$ cat src/rtl/prs_burst_ctrl.sv
// Burst sequencer for a prsgen8 bit generator: takes tap/length commands,
// resets and runs the generator, and packs its serial output MSB-first into bytes.
module prs_burst_ctrl #(
   parameter int unsigned LEN_W        = 8,
   parameter int unsigned RST_CYCLES   = 2,
   parameter int unsigned SKIP         = 0,
   parameter logic [7:0]  DEFAULT_TAPS = 8'hfe
) (
   input  logic             clk,
   input  logic             reset,
   input  logic             cmd_valid,
   output logic             cmd_ready,
   input  logic [7:0]       cmd_taps,
   input  logic [LEN_W-1:0] cmd_len,
   input  logic             abort,
   output logic             prs_reset,
   output logic [7:0]       prs_taps,
   input  logic             prs_bit,
   output logic [7:0]       byte_data,
   output logic             byte_valid,
   output logic             busy,
   output logic             done,
   output logic             aborted
);

   typedef enum logic [2:0] {S_IDLE, S_RST, S_SKIP, S_RUN, S_DONE} state_t;

   // One counter serves both the reset hold and the skip phase.
   localparam int unsigned CNT_MAX = (RST_CYCLES > SKIP) ? RST_CYCLES : SKIP;
   localparam int unsigned CNT_W   = $clog2(CNT_MAX + 1);
   localparam logic [CNT_W-1:0] RST_LOAD  = CNT_W'(RST_CYCLES);
   localparam logic [CNT_W-1:0] SKIP_LOAD = CNT_W'(SKIP);
   localparam logic [CNT_W-1:0] CNT_LAST  = CNT_W'(1);

   state_t           state_q, state_d;
   logic [CNT_W-1:0] cnt_q;
   logic [LEN_W-1:0] rem_q;
   logic [2:0]       bit_cnt_q;
   logic [6:0]       shreg_q;

   logic prs_reset_d, busy_d, done_d, aborted_d;
   logic accept, byte_done;

   assign cmd_ready = (state_q == S_IDLE) && !reset;
   assign accept    = cmd_valid && cmd_ready;
   assign byte_done = (state_q == S_RUN) && (bit_cnt_q == 3'd7);

   // NOTE: every comb output gets a default first so no path can infer a latch.
   always_comb begin
      state_d = state_q;
      unique case (state_q)
         S_IDLE: if (accept) state_d = (cmd_len == '0) ? S_DONE : S_RST;
         S_RST: begin
            if (abort)                  state_d = S_DONE;
            else if (cnt_q == CNT_LAST) state_d = (SKIP == 0) ? S_RUN : S_SKIP;
         end
         S_SKIP: begin
            if (abort)                  state_d = S_DONE;
            else if (cnt_q == CNT_LAST) state_d = S_RUN;
         end
         S_RUN: begin
            if (abort || (byte_done && rem_q == LEN_W'(1))) state_d = S_DONE;
         end
         S_DONE:  state_d = S_IDLE;
         default: state_d = S_IDLE;
      endcase
   end

   // Registered outputs are derived from the state being entered.
   always_comb begin
      prs_reset_d = 1'b1;
      busy_d      = 1'b0;
      done_d      = 1'b0;
      aborted_d   = 1'b0;
      unique case (state_d)
         S_RST:         busy_d = 1'b1;
         S_SKIP, S_RUN: begin
            prs_reset_d = 1'b0;
            busy_d      = 1'b1;
         end
         S_DONE: begin
            done_d    = 1'b1;
            aborted_d = abort && (state_q != S_IDLE);
         end
         default: ;
      endcase
   end

   // NOTE: sequential state uses non-blocking assignments so every register
   // sees the pre-edge values of the others.
   always_ff @(posedge clk) begin
      if (reset) begin
         state_q    <= S_IDLE;
         prs_reset  <= 1'b1;
         prs_taps   <= DEFAULT_TAPS;
         byte_data  <= '0;
         byte_valid <= 1'b0;
         busy       <= 1'b0;
         done       <= 1'b0;
         aborted    <= 1'b0;
         cnt_q      <= '0;
         rem_q      <= '0;
         bit_cnt_q  <= '0;
         shreg_q    <= '0;
      end else begin
         state_q    <= state_d;
         prs_reset  <= prs_reset_d;
         busy       <= busy_d;
         done       <= done_d;
         aborted    <= aborted_d;
         byte_valid <= byte_done;

         if (accept) begin
            prs_taps <= cmd_taps;
            rem_q    <= cmd_len;
            cnt_q    <= RST_LOAD;
         end else if (state_q == S_RST) begin
            cnt_q <= (cnt_q == CNT_LAST) ? SKIP_LOAD : cnt_q - 1'b1;
         end else if (state_q == S_SKIP) begin
            cnt_q <= cnt_q - 1'b1;
         end

         // A partial byte is simply dropped when RUN is left early.
         if (state_q == S_RUN) begin
            bit_cnt_q <= bit_cnt_q + 3'd1;
            shreg_q   <= {shreg_q[5:0], prs_bit};
            if (byte_done) begin
               byte_data <= {shreg_q, prs_bit};
               rem_q     <= rem_q - 1'b1;
            end
         end else begin
            bit_cnt_q <= '0;
         end
      end
   end

endmodule

$ cat config.mk
export PLATFORM = sky130hd
export DESIGN_NAME = prs_burst_ctrl
export DESIGN_NICKNAME = d
export VERILOG_FILES = /design/src/rtl/prs_burst_ctrl.sv
export SDC_FILE = /design/constraint.sdc
export NUM_CORES = 1
export LEC_CHECK = 0
export CAP_MARGIN = 10
export CELL_PAD_IN_SITES_DETAIL_PLACEMENT = 1
export CELL_PAD_IN_SITES_GLOBAL_PLACEMENT = 2
export CORE_MARGIN = 2
export CORE_UTILIZATION = 27
export CTS_BUF_LIST = sky130_fd_sc_hd__clkbuf_8
export CTS_CLUSTER_DIAMETER = 30
export DETAILED_ROUTE_END_ITERATION = 7
export PLACE_DENSITY = 0.85
export SLEW_MARGIN = 20
export SYNTH_ARGS = -nofsm -noshare
export SYNTH_HDL_FRONTEND = slang
export SYNTH_SLANG_ARGS = --single-unit
export TNS_END_PERCENT = 1
$ cat constraint.sdc
create_clock -name clk -period 1.6 [get_ports clk]
set_input_delay 0.24 -clock clk [delete_from_list [all_inputs] [get_ports clk]]
set_output_delay 0.24 -clock clk [all_outputs]
set_load 0.02 [all_outputs]
# After elaboration in Yosys (flattened, before gate mapping)
# Cells that the tools add are included.
# word_totals
reg_bits,44
in_bits,21
out_inout_bits,22
elab_cells,63
# op_classes
addsub,3
n_eq_ne,10
n_mux,16
n_bitwise,2
n_reduce_logical,19
# ops
cell,n
two-way mux 8 bit,3
two-way mux 3 bit,5
equality test 3 x 2 -> 1 bit (second input constant),4
OR reduction 2 bit,5
one-hot mux 3 bit (3 select lines),1
equality test 8 x 1 -> 1 bit (second input constant),1
zero test 8 bit,1
two-way mux 2 bit,4
subtractor 8 x 1 -> 8 bit (second input constant),1
equality test 3 x 1 -> 1 bit (second input constant),2
equality test 3 bit (second input constant),2
nonzero test 3 bit,2
logical AND 1 bit,5
adder 3 x 1 -> 3 bit (second input constant),1
zero test 3 bit,1
two-way mux 1 bit,3
OR reduction 3 bit,1
equality test 2 x 1 -> 1 bit (second input constant),1
NOT 1 bit,2
AND reduction 2 bit,1
nonzero test 2 bit,1
subtractor 2 x 1 -> 2 bit (second input constant),1
zero test 1 bit,1
logical OR 1 bit,1

# Depth between registers and ports, before layout
# depth
depth_word,9
depth_mapped,7
ltp_nobuf,6

# Worst setup path before layout
# Ideal clock, no wire load.
# synth_timing
path_type,reg-to-reg
startpoint,reg state_q[2]
endpoint,reg rem_q[3]
setup_time_ns,0.133
arrival_time_ns,1.419
t_required_ns,1.467
setup_slack_ns,0.048
stages_incl_launch_ff,7
path_buffers,2
period_less_slack_ns,1.552
path_cell_list,dfxtp_1 -> buf_2 -> nor4_4 -> nand2_1 -> clkbuf_1 -> nand4b_1 -> o311ai_1
# synth_between
elab_chain_len,6
elab_cells_between_ends,8
classes_between,eq/ne (1); mux (3); reduce/logical (4)
# synth_rtl
item,line,text
start: declaration,35,"state_t state_q, state_d;"
start signal: assignment,106,state_q <= state_d;
zero test 3 bit (*),44,assign cmd_ready = (state_q == S_IDLE) && !reset;
logical AND 1 bit (*),44,
net cmd_ready,12,"output logic cmd_ready,"
logical AND 1 bit (*),45,assign accept = cmd_valid && cmd_ready;
two-way mux 8 bit (*),113,if (accept) begin
two-way mux 8 bit,127,if (byte_done) begin
two-way mux 8 bit (*),124,if (state_q == S_RUN) begin
end signal: assignment,115,rem_q <= cmd_len;
end signal: assignment,129,rem_q <= rem_q - 1'b1;
end: declaration,37,logic [LEN_W-1:0] rem_q;
# Mark *: on every way through the listed nets, which the timed path passes. The rest lies on a longest branch.
# A chain may end at the register's enable or synchronous reset.

# Final worst setup path
# layout_timing
startpoint,reg bit_cnt_q[1]
endpoint,reg rem_q[5]
# layout_between
elab_chain_len,4
# layout_rtl
item,line,text
start: declaration,38,logic [2:0] bit_cnt_q;
start signal: assignment,125,bit_cnt_q <= bit_cnt_q + 3'd1;
equality test 3 bit,46,assign byte_done = (state_q == S_RUN) && (bit_cnt_q == 3'd7);
logical AND 1 bit,46,
two-way mux 8 bit,127,
two-way mux 8 bit,124,
# No other way between the ends.

==> flow_summary_export.csv <==
group,metric,value,unit
floorplanning,placement_rows,30,
setup_path,crit_path_cell_trace,"ha_4, ha_4, nand4b_1, buf_4, nor3_4, a211oi_1, nor4b_2",
timing,hold_violations,0,
cts,cts_tree,"yes",
cts,ctsLongestPathBuffers,2,
synth,complex_gate_fraction_of_the_synthesized_area,17.5,%
timing,grt_setup_unrepaired,"true",
hold_path,hold_end,"bit_cnt_q[0]",
grt,number_of_global_route_vias_before_repair,1779,
synth,syn-cell-area,1850,um2
cts,clockRootBuffer,"sky130_fd_sc_hd__clkbuf_8",
synth,postSynthRegisterBits,44,
routing,routed_wirelength,5140,um
pwr,p_total,2.19,mW
synth,yosys.area_share.adder,3.37,%
setup_path,endpoint_kind,"flip-flop",
grt,gr-total-overflow,0,
cts,worst_path_clk_slew,0.08,ns
cts,insertion_delay,0.29,ns
synth,synthesis.area_per_instance,8.58,um2
routing,number_of_drc_violations_after_detailed_routing_iteration_0,56,
timing,max_slew_vio_count,0,
cts,numCtsBuffers,5,
hold_path,holdPathStages,1,
synth,yosysSeqAreaShare,47.5,%
timing,finalSetupViolations,0,
floorplanning,top_level_ports,43,
pwr,pwr_density_cell,811,nW/um2
setup_path,start_kind,"flip-flop",
pwr,p_leak,0.969,nW
timing,worst-slew-pin-transition,0.477,ns
setup_path,critical_path.max_fanout,4,
timing,final.setup_skew,0.00617,ns
setup_path,critical_path_class,"flip-flop to flip-flop",
outcome,status,"complete, no violations",
synth,yosys.cell_count.top_type,"sky130_fd_sc_hd__nand2_1",
setup_path,worst_flop_to_flop_path_startpoint,"bit_cnt_q[1]",
grt,antenna_violations_before_repair,0,
synth,netlist_top_cells_count,"sky130_fd_sc_hd__nand2_1, sky130_fd_sc_hd__dfxtp_1, sky130_fd_sc_hd__a21oi_1",
final_layout,areaGrowthSynthToFinish,45.8,%
floorplanning,floorplan.initialDensity,27.6,%
placement,io_buffer_count,42,
synth,yosys.area.top_type,"sky130_fd_sc_hd__dfxtp_1",
placement,numPlacedInstances,354,
setup_path,worstPathArrival,1.79,ns
timing,maxSlewHeadroom,67.9,%
synth,mapped_cells,216,
synth,proportion_of_register_bits_with_asynchronous_set_or_reset_after_synthesis,0,%
final_layout,multiInputGateArea,946,um2
hold_path,worst_hold_startpoint,"bit_cnt_q[0]",
cts,clock_sinks,44,
routing,avgRoutedWirePerCell,14.2,um
routing,remaining_antenna_violation_count_after_routing,0,
setup_path,required,1.81,ns
synth,synth_ff_type,"sky130_fd_sc_hd__dfxtp_1",
routing,drcViolationCount,0,
setup_path,slowest_cell_delay_on_critical_path,0.35,ns
setup_path,critPathMostFrequentCell,"sky130_fd_sc_hd__ha_4",
final_layout,fraction_of_layout_cells_with_a_size_suffix_above_1,20.5,%
floorplanning,placeableCoreArea,6720,um2
synth,ys_top_cells_by_area,"sky130_fd_sc_hd__dfxtp_1, sky130_fd_sc_hd__nand2_1, sky130_fd_sc_hd__a21oi_1",
synth,ys.warnings.count,0,
synth,xor_and_xnor_area_share_after_synthesis,0,%
final_layout,instances_no_fill,363,
grt,grtUsageTotal,14.6,%
final_layout,nNetsFinal,309,
placement,final_hpwl_dp,3810,um
final_layout,post-route-cell-area,2700,um2
placement,dpl_cell_area,2540,um2
timing,layout_min_cycle_time,1.58,ns
setup_path,critical_path.slowest_cell,"sky130_fd_sc_hd__dfxtp_2",
cts,ctsHtreeMaxLevel,2,
final_layout,antenna_cells,0,
routing,routed_via_density,4.81,
setup_path,r2r-end,"rem_q[5]",
pwr,vdd_ir_drop_max,350,uV
run,max_cap_violations,0,
synth,synth.mux.area_fraction,0.540,%
synth,yosys.cell_types.count,41,
grt,grt_pass1_wl,8560,um
setup_path,regToRegSetupSlack,0.02,ns
floorplanning,die_outline_area,7550,um2
floorplanning,dieHeight,86.9,um
placement,routabilityCongestion,0.795,
synth,syn_nets,242,
routing,detailroute.via_count,1746,
synth,largest_family_of_logic_cells_by_synthesized_area,"simple AND/OR/NAND/NOR gates",
setup_path,timing.reg2reg.worst_path_depth,7,
routing,dr.pass1.iters,4,
timing,min_period_over_period,98.8,%
final_layout,fill_cells,791,
floorplanning,die-width,86.9,um
synth,yosys.area_share.simple,26.2,%
synth,synth_largest_type_area_fraction,47.5,%
synth,synth_edf_count,0,
hold_path,hold_path_class,"flip-flop to flip-flop",
timing,fmaxAchievable,0.632,GHz
final_layout,seqCellArea,883,um2
grt,grt_max_degree,47,
==> worst max path at each step <==
stage | startpoint | endpoint | slack (ns) | depth (start not counted)
6_report | bit_cnt_q[1] | rem_q[5] | 0.02 | 7
5_1_grt | bit_cnt_q[1] | rem_q[5] | -0.11 | 7
4_1_cts | bit_cnt_q[1] | rem_q[3] | -0.04 | 6
3_5_place_dp | reset | rem_q[7] | -0.29 | 6
3_3_place_gp | reset | cmd_ready | -0.27 | 3
2_1_floorplan | state_q[2] | rem_q[3] | 0.05 | 6
==> metal layers <==
metal  vias to the layer above  global-route usage, %  wire, um  share of wire [%]
met5                         -                      0         0                  0
met3                         2                   2.94       117                2.3
met1                       842                   18.7      2470                 48
met2                        19                   23.8      2500                 49
met4                         0                   5.97        62                1.2
li1                        883                      -         -                  -
==> stage by stage <==
| stage | setup TNS, ns | util, % | hold WS, ns | setup slack, ns |
|---|---|---|---|---|
| CTS | -0.0375 | 39.9 | 0.439 | -0.0362 |
| detailed placement | -5.05 | 37.8 | 0.422 | -0.291 |
| finish | 0 | 40.2 | 0.434 | 0.0185 |
| floorplan | 0 | - | 0.339 | 0.0483 |
| global route | -0.643 | 40.2 | 0.457 | -0.114 |
| global placement | -4.26 | 37.8 | 0.412 | -0.274 |
==> layout by cell type, fill, tap and decap left out, drive strengths merged, types with 7 or more instances in the layout <==
master         instances
nand2                 52
dfxtp                 44
clkdlybuf4s50         41
buf                   31
a21oi                 26
nor2                  12
o21ai                 11
inv                    7
==> where the power goes <==
part	switching [mW]	internal, mW	leakage (nW)
logic	0.164	0.182	0.570
registers	0.0332	1.14	0.360
clock network	0.382	0.296	0.0400
==> logic make-up after synthesis <==
logic type,Yosys count
fa+ha+maj,5
simple gates,93
compound gates,53
flops,44
mux,1
buf+inv,20
==> state kept, by name, indices dropped and copies added (netlist names), 2 cells and up <==
| signal | count |
|---|---|
| bit_cnt_q | 3 |
| byte_data | 8 |
| cnt_q | 2 |
| prs_taps | 8 |
| rem_q | 8 |
| shreg_q | 7 |
| state_q | 3 |
==> what timing repair did <==
| item | CTS | global route |
|---|---|---|
| pin swaps | 6 | 1 |
| hold buffers | 0 | 0 |
| buffers inserted | 3 | 0 |
| gates cloned | 0 | 0 |
| endpoints found under the hold margin | 0 | 0 |
| gates resized for setup | 13 | 6 |
| setup endpoints to repair | 16 | 21 |
==> final cells by class <==
cell class | instances | area share, %
Multi-Input combinational cell | 152 | 35.0
Sequential cell | 44 | 32.7
Clock inverter | 2 | 0.463
Clock buffer | 5 | 2.55
Tap cell | 80 | 3.70
Timing Repair Buffer | 73 | 24.7
Inverter | 7 | 0.972
==> worst max-delay path, delay by kind of cell, from the launching register on <==
family                   cells  cell delay, ns
AO/OA/AOI/OAI                1            0.13
buffers and inverters        1            0.18
adder cells (fa/ha/maj)      2            0.28
flip-flops                   1            0.35
AND/OR/NAND/NOR              3            0.57
Power figures use the tool's default switching activity.
